**src/rtl/key_loader.sv**
```systemverilog
// Cipher key collector: assembles NK words from a valid/ready stream, commits
// them to o_key, then times a settle window before flagging round keys usable.
module key_loader #(
    parameter int unsigned WORD   = 32,
    parameter int unsigned NK     = 4,
    parameter int unsigned SETTLE = 108
) (
    input  logic                 clk,
    input  logic                 rst,
    input  logic                 s_valid,
    output logic                 s_ready,
    input  logic [WORD-1:0]      s_data,
    input  logic                 s_last,
    output logic [WORD*NK-1:0]   o_key,
    output logic                 o_valid,
    output logic                 o_keys_ready,
    output logic                 o_err
);

    localparam int unsigned KW = WORD * NK;
    localparam int unsigned CW = $clog2(NK + 1);
    localparam int unsigned SW = (SETTLE > 1) ? $clog2(SETTLE) : 1;

    typedef enum logic [1:0] {
        ST_LOAD,
        ST_COMMIT,
        ST_SETTLE
    } state_t;

    state_t          state, state_nxt;
    logic [CW-1:0]   cnt, cnt_nxt;
    logic [SW-1:0]   scnt, scnt_nxt;
    logic [WORD-1:0] kbuf     [NK];
    logic [WORD-1:0] kbuf_nxt [NK];
    logic [KW-1:0]   key_nxt;
    logic [KW-1:0]   assembled;
    logic            valid_nxt, ready_nxt, err_nxt;
    logic            beat, last_slot, good, bad, final_beat;

    // Ready depends only on registered state so it never loops back through s_valid.
    assign s_ready    = (cnt < CW'(NK)) && (state != ST_COMMIT);
    assign beat       = s_valid && s_ready;
    assign last_slot  = (cnt == CW'(NK - 1));
    assign good       = beat && (s_last == last_slot);
    assign bad        = beat && (s_last != last_slot);
    assign final_beat = good && last_slot;

    // Key image as it would look if committed this cycle (final beat bypasses the buffer).
    always_comb begin
        assembled = '0;
        for (int i = 0; i < int'(NK); i++) begin
            assembled[(int'(NK) - 1 - i) * int'(WORD) +: WORD] = kbuf[i];
        end
        if (final_beat) begin
            assembled[WORD-1:0] = s_data;
        end
    end

    // Next-state and next-output logic.
    always_comb begin
        state_nxt = state;
        cnt_nxt   = cnt;
        scnt_nxt  = scnt;
        kbuf_nxt  = kbuf;
        key_nxt   = o_key;
        valid_nxt = 1'b0;
        ready_nxt = o_keys_ready;
        err_nxt   = 1'b0;

        if (good) begin
            for (int i = 0; i < int'(NK); i++) begin
                if (cnt == CW'(i)) begin
                    kbuf_nxt[i] = s_data;
                end
            end
            cnt_nxt = cnt + CW'(1);
        end
        if (bad) begin
            cnt_nxt = '0;
            err_nxt = 1'b1;
        end

        case (state)
            ST_LOAD: begin
                if ((cnt == CW'(NK)) || final_beat) begin
                    state_nxt = ST_COMMIT;
                    key_nxt   = assembled;
                    cnt_nxt   = '0;
                    ready_nxt = 1'b0;
                    valid_nxt = 1'b1;
                end
            end
            ST_COMMIT: begin
                if (SETTLE > 0) begin
                    state_nxt = ST_SETTLE;
                    scnt_nxt  = SW'(SETTLE - 1);
                end else begin
                    state_nxt = ST_LOAD;
                    ready_nxt = 1'b1;
                end
            end
            ST_SETTLE: begin
                if (scnt == '0) begin
                    state_nxt = ST_LOAD;
                    ready_nxt = 1'b1;
                end else begin
                    scnt_nxt = scnt - SW'(1);
                end
            end
            default: begin
                state_nxt = ST_LOAD;
            end
        endcase
    end

    // State and output registers; reset wins over any beat in the same cycle.
    always_ff @(posedge clk) begin
        if (!rst) begin
            state        <= ST_LOAD;
            cnt          <= '0;
            scnt         <= '0;
            o_key        <= '0;
            o_valid      <= 1'b0;
            o_keys_ready <= 1'b0;
            o_err        <= 1'b0;
            for (int i = 0; i < int'(NK); i++) begin
                kbuf[i] <= '0;
            end
        end else begin
            state        <= state_nxt;
            cnt          <= cnt_nxt;
            scnt         <= scnt_nxt;
            o_key        <= key_nxt;
            o_valid      <= valid_nxt;
            o_keys_ready <= ready_nxt;
            o_err        <= err_nxt;
            for (int i = 0; i < int'(NK); i++) begin
                kbuf[i] <= kbuf_nxt[i];
            end
        end
    end

endmodule

```
**config.mk**
```make
export PLATFORM = sky130hd
export DESIGN_NAME = key_loader
export DESIGN_NICKNAME = d
export VERILOG_FILES = /design/src/rtl/key_loader.sv
export SDC_FILE = /design/constraint.sdc
export NUM_CORES = 1
export LEC_CHECK = 0
export ABC_CLOCK_PERIOD_IN_PS = 2800
export CELL_PAD_IN_SITES_DETAIL_PLACEMENT = 0
export CELL_PAD_IN_SITES_GLOBAL_PLACEMENT = 1
export CORE_MARGIN = 5
export CORE_UTILIZATION = 25
export CTS_BUF_LIST = sky130_fd_sc_hd__clkbuf_8
export CTS_CLUSTER_SIZE = 30
export DETAILED_ROUTE_END_ITERATION = 10
export PLACE_DENSITY = 0.53
export SYNTH_ARGS = -nofsm -noshare
export SYNTH_HDL_FRONTEND = slang
export SYNTH_SLANG_ARGS = --single-unit
```
**constraint.sdc**
```tcl
create_clock -name clk -period 2.8 [get_ports clk]
set_clock_uncertainty 0.15 [all_clocks]
set_input_delay 0.42 -clock clk [delete_from_list [all_inputs] [get_ports clk]]
set_output_delay 0.42 -clock clk [all_outputs]
set_load 0.005 [all_outputs]
```
# Word level (Yosys, flattened, before mapping)
# Cells that the tools add are included.
[classes]
eq_ne = 12
n_reduce_logical = 20
n_mux = 15
order_cmp = 1
n_addsub = 2
[ops]
columns = ["operator", "n"]
rows = [
  ["$mux 32", 1],
  ["$reduce_and 2->1", 8],
  ["$pmux 7 s2", 1],
  ["$mux 3", 4],
  ["$logic_not 7->1", 1],
  ["$mux 7", 1],
  ["$sub 7x1->7 const B", 1],
  ["$eq 3x2->1 const B", 2],
  ["$ne 2x2->1 const B", 3],
  ["$pmux 2 s3", 1],
  ["$logic_and 1x1->1", 5],
  ["$mux 1", 4],
  ["$mux 2", 2],
  ["$reduce_bool 2->1", 2],
  ["$add 3x1->3 const B", 1],
  ["$eq 3x1->1 const B", 1],
  ["$eq 3x3->1 const B", 1],
  ["$logic_not 3->1", 1],
  ["$lt 3x3->1 const B", 1],
  ["$reduce_and 3->1", 1],
  ["$eq 2x1->1 const B", 1],
  ["$eq 2x2->1 const B", 1],
  ["$logic_not 2->1", 1],
  ["$ne 2x1->1 const B", 1],
  ["other kinds (4)", 4],
]
[word_totals]
elab_cells = 61
input_bits = 36
register_bits = 271

# Logic depth before layout (Yosys ltp)
[logic_depth]
depth_word = 8
depth_mapped = 10

# Worst setup path after synthesis
# Ideal clock, no wire load.
[synth_path]
path_type = "register -> register"
startpoint = "register cnt[0]"
endpoint = "register kbuf (netlist bit assembled[85])"
path_stages_with_launch = 7
path_buffers = 1
setup_ns = 0.120
t_arrival_ns = 1.813
synth_period_minus_slack_ns = 2.083
required_time_ns = 2.530
path_slack_ns = 0.717
cell_sequence = "dfxtp_1 > ha_1 > ha_1 > xor2_1 > nor4b_4 > clkbuf_2 > o21ai_1"
[synth_via]
elab_chain_cells = 5
word_cells_on_any_way = 8
[synth_rtl]
columns = ["element", "line_no", "source"]
rows = [
  ["start, declared", "31", "logic [CW-1:0] cnt, cnt_nxt;"],
  ["start signal, assigned", "131", "cnt <= cnt_nxt;"],
  ["$lt 3x3->1", "41", "assign s_ready = (cnt < CW'(NK)) && (state != ST_COMMIT);"],
  ["$logic_and 1x1->1", "41", ""],
  ["$logic_and 1x1->1", "42", "assign beat = s_valid && s_ready;"],
  ["$logic_and 1x1->1", "44", "assign good = beat && (s_last == last_slot);"],
  ["$reduce_and 2->1 (no line) *", "n/a", ""],
  ["end signal, assigned by index", "138", "kbuf[i] <= kbuf_nxt[i];"],
  ["end, declared", "33", "logic [WORD-1:0] kbuf [NK];"],
]
# Every way passes the cells marked *; elsewhere a longest branch is shown, timed or not.
# A chain may end at the register's enable or synchronous reset.

# Final worst setup path
[layout_path]
startpoint = "register cnt[0]"
endpoint = "register o_key[45]"
[layout_via]
elab_chain_cells = 7
word_cells_on_any_way = 10
[layout_rtl]
columns = ["element", "line_no", "source"]
rows = [
  ["$lt 3x3->1", "41", ""],
  ["$logic_and 1x1->1", "41", ""],
  ["$logic_and 1x1->1", "42", ""],
  ["$logic_and 1x1->1", "44", ""],
  ["$logic_and 1x1->1", "46", "assign final_beat = good && last_slot;"],
  ["$logic_or 1x1->1 *", "85", "if ((cnt == CW'(NK)) || final_beat) begin"],
  ["$reduce_and 2->1 (no line) *", "n/a", ""],
  ["end signal, assigned", "133", "o_key <= key_nxt;"],
  ["end, declared", "14", "output logic [WORD*NK-1:0] o_key,"],
]
# Marked as above.

==> impl_metrics.env <==
export IMPL_multi_input_area_sq_mm=0.00381
export IMPL_cts_root_buffer_cell="clkbuf_8"
export IMPL_synth_async_reset_ratio=0
export IMPL_htree_levels=2
export IMPL_critPathKind="register to register"
export IMPL_p_per_area_mw_per_mm2=631
export IMPL_ys_seq_elements=271
export IMPL_final_common_cell="dfxtp_1"
export IMPL_relSlewSlack=0.351
export IMPL_setup_violations=0
export IMPL_drt_total_wl_microns=31700
export IMPL_fmax_mhz=399
export IMPL_start_util=0.254
export IMPL_synth_distinct_cells=44
export IMPL_cts_setup_buffers=0
export IMPL_grt_max_degree=194
export IMPL_cts_resized=0
export IMPL_gp_congestion=0.737
export IMPL_synth_top_area_frac=0.548
export IMPL_syn_num_nets=1176
export IMPL_slew_violations=0
export IMPL_synth_flop_cell="dfxtp_1"
export IMPL_r2r_end="o_key[45]"
export IMPL_fin_area_sq_mm=0.0130
export IMPL_drive_above_1_share=0.0857
export IMPL_synth_edf_count=0
export IMPL_antenna_left=0
export IMPL_yosysTopAreaCell="dfxtp_1"
export IMPL_clk_pin_slew_worst_paths_ns=0.06
export IMPL_area_growth_synth_to_final_pct=31.8
export IMPL_layout_area_seq_sq_mm=0.00543
export IMPL_cts_tree="yes"
export IMPL_rsz0062_at_grt="false"
export IMPL_synth_area_sq_mm=0.00990
export IMPL_worst_endpoint_required_ns=3.07
export IMPL_die_area_sq_mm=0.0437
export IMPL_endpoint_kind="register"
export IMPL_finalHoldViolCount=0
export IMPL_p_leak_nw=4.42
export IMPL_rr_worst_depth=7
export IMPL_reg2reg_from="cnt[0]"
export IMPL_overflow=0
export IMPL_status="finished, final reports clean"
export IMPL_track_usage=0.142
export IMPL_place_area_sq_mm=0.0120
export IMPL_cts_hold_buffers=0
export IMPL_io_pins=168
export IMPL_die_y_microns=209
export IMPL_netlist_instances=1133
export IMPL_grt_pass1_wl_microns=49100
export IMPL_ys_warnings_count=0
export IMPL_rrSetupSlack_ns=0.29
export IMPL_first_iter_violations=466
export IMPL_cts_sinks=271
export IMPL_crit_path_end="o_key[45]"
export IMPL_final_cell_mix="271 x dfxtp_1, 197 x nand3_1, 183 x o21ai_0"
export IMPL_dp_slack_ns=0.298
export IMPL_power_mw=8.23
export IMPL_worstMarginPinSlew_ns=0.974
export IMPL_io_buffers=167
export IMPL_drtPass1Iterations=7
export IMPL_post_drt_wl_per_cell_microns=17.4
export IMPL_fin_crit_ns=2.51
export IMPL_hpwlAfterDp_microns=19800
export IMPL_cp_data_arrival_time_ns=2.78
export IMPL_maxCapViolCount=0
export IMPL_synth_avg_cell_area_sq_um=8.74
export IMPL_drc=0
export IMPL_final_core_util=0.335
export IMPL_fin_tns_setup_ns=0
export IMPL_crit_start="cnt[0]"
export IMPL_num_rows=72
export IMPL_grt_antenna_before_repair=1
export IMPL_numCtsBuffers=51
export IMPL_ir_drop_uv=266
export IMPL_hp_class="primary input to register"
export IMPL_vias=8334
export IMPL_die_w_microns=209
export IMPL_setup_ws_ns=0.294
export IMPL_first_global_vias=8137
export IMPL_yosysSeqAreaShare=0.548
export IMPL_clock_latency_ns=0.59
export IMPL_crit_path_start_kind="register"
export IMPL_avgViaCountPerCell=4.56
export IMPL_fin_crit_sh=0.895
export IMPL_core_area_sq_mm=0.0389
export IMPL_cp_max_fo=193
export IMPL_nets=1312
export IMPL_yosys_top_cells_area="dfxtp_1 55%, nand3_1 10%, o21ai_0 9.3%, nand2_1 6.3%, o221ai_1 2.9%"
export IMPL_fillerInstances=4109
export IMPL_cts_buffer_depth=3
where the power goes:
group / internal, mW / switching (mW) / total [mW]
combinational: 0.111 / 0.208 / 0.319
sequential: 3.89 / 0.0108 / 3.91
clock: 2.30 / 1.70 / 4.01
total: 6.31 / 1.92 / 8.23
worst max-delay path, stage by stage (launching register included):
cell and delay (ns):
dfxtp_1 0.40, ha_1 0.17, ha_1 0.19, nand4b_2 0.19, o31a_2 0.36, buf_12 0.21, nand3_1 0.27, o21ai_0 0.10
logic make-up (layout without fill, tap and decap cells):
family,Yosys count,after routing,synth area share
simple gates,403,403,0.193
compound gates,307,307,0.180
flops,271,271,0.548
buf+inv,143,317,0.0682
fa+ha+maj,7,7,0.00885
xor+xnor,1,1,0.000885
mux,1,1,0.00114
other cells,0,1,0
area by class of cell:
| cell class | count | share of cell area |
|---|---|---|
| flip-flops and latches | 271 | 0.416 |
| multi-input cells | 719 | 0.292 |
| repair buffers | 188 | 0.148 |
| clock buffers | 70 | 0.0739 |
| well taps | 518 | 0.0497 |
| inverters | 38 | 0.0109 |
| clock inverters | 21 | 0.00902 |
| diodes | 1 | 0.000192 |
per-layer routing:
layer,global-route usage,part of all wire
met5,0,0
met4,0.0491,0.022
met3,0.0430,0.064
met2,0.207,0.43
met1,0.198,0.49
how the worst min path moves through the flow:
stage	start	to	slack [ns]	cells past startpoint
after global placement	o_key[24]	o_key[24]	0.29	2
final	rst	o_key[6]	0.19	3
after floorplan	assembled[56]	assembled[56]	0.28	2
after CTS	rst	o_key[6]	0.15	3
after detailed placement	o_key[31]	o_key[31]	0.29	2
after global routing	rst	o_key[11]	0.18	3
flip-flops by register name, summed over array words and instances (netlist names):
signal / cells
assembled: 96
cnt: 3
kbuf: 32
o_err: 1
o_key: 128
o_keys_ready: 1
o_valid: 1
scnt: 7
state: 2
synthesized netlist by cell type, types with 2 or more instances:
library cell    n
nand2_1       165
nand2b_1        3
nor3_1          3
o21ai_0       183
buf_6          10
clkbuf_2        9
nand3_1       197
nor4b_4         3
inv_1          38
buf_1           3
buf_4           9
o221ai_1       33
ha_1            7
nor2b_1         7
buf_2          15
a21oi_1        34
a21boi_0       16
and2_1          2
clkbuf_1       59
a32oi_1         2
and3_1          3
a21boi_1       16
o221a_2         2
nor2_1         10
or3_1           2
o21ai_1        14
dfxtp_1       271
per-stage QoR:
step / hold WS, ns / instances
after floorplan: 0.281 / 1133
after global placement: 0.286 / 1734
after detailed placement: 0.289 / 1734
after CTS: 0.146 / 1825
after global routing: 0.178 / 1826
final: 0.193 / 1826
No activity file was read; power rests on OpenSTA's default activity.
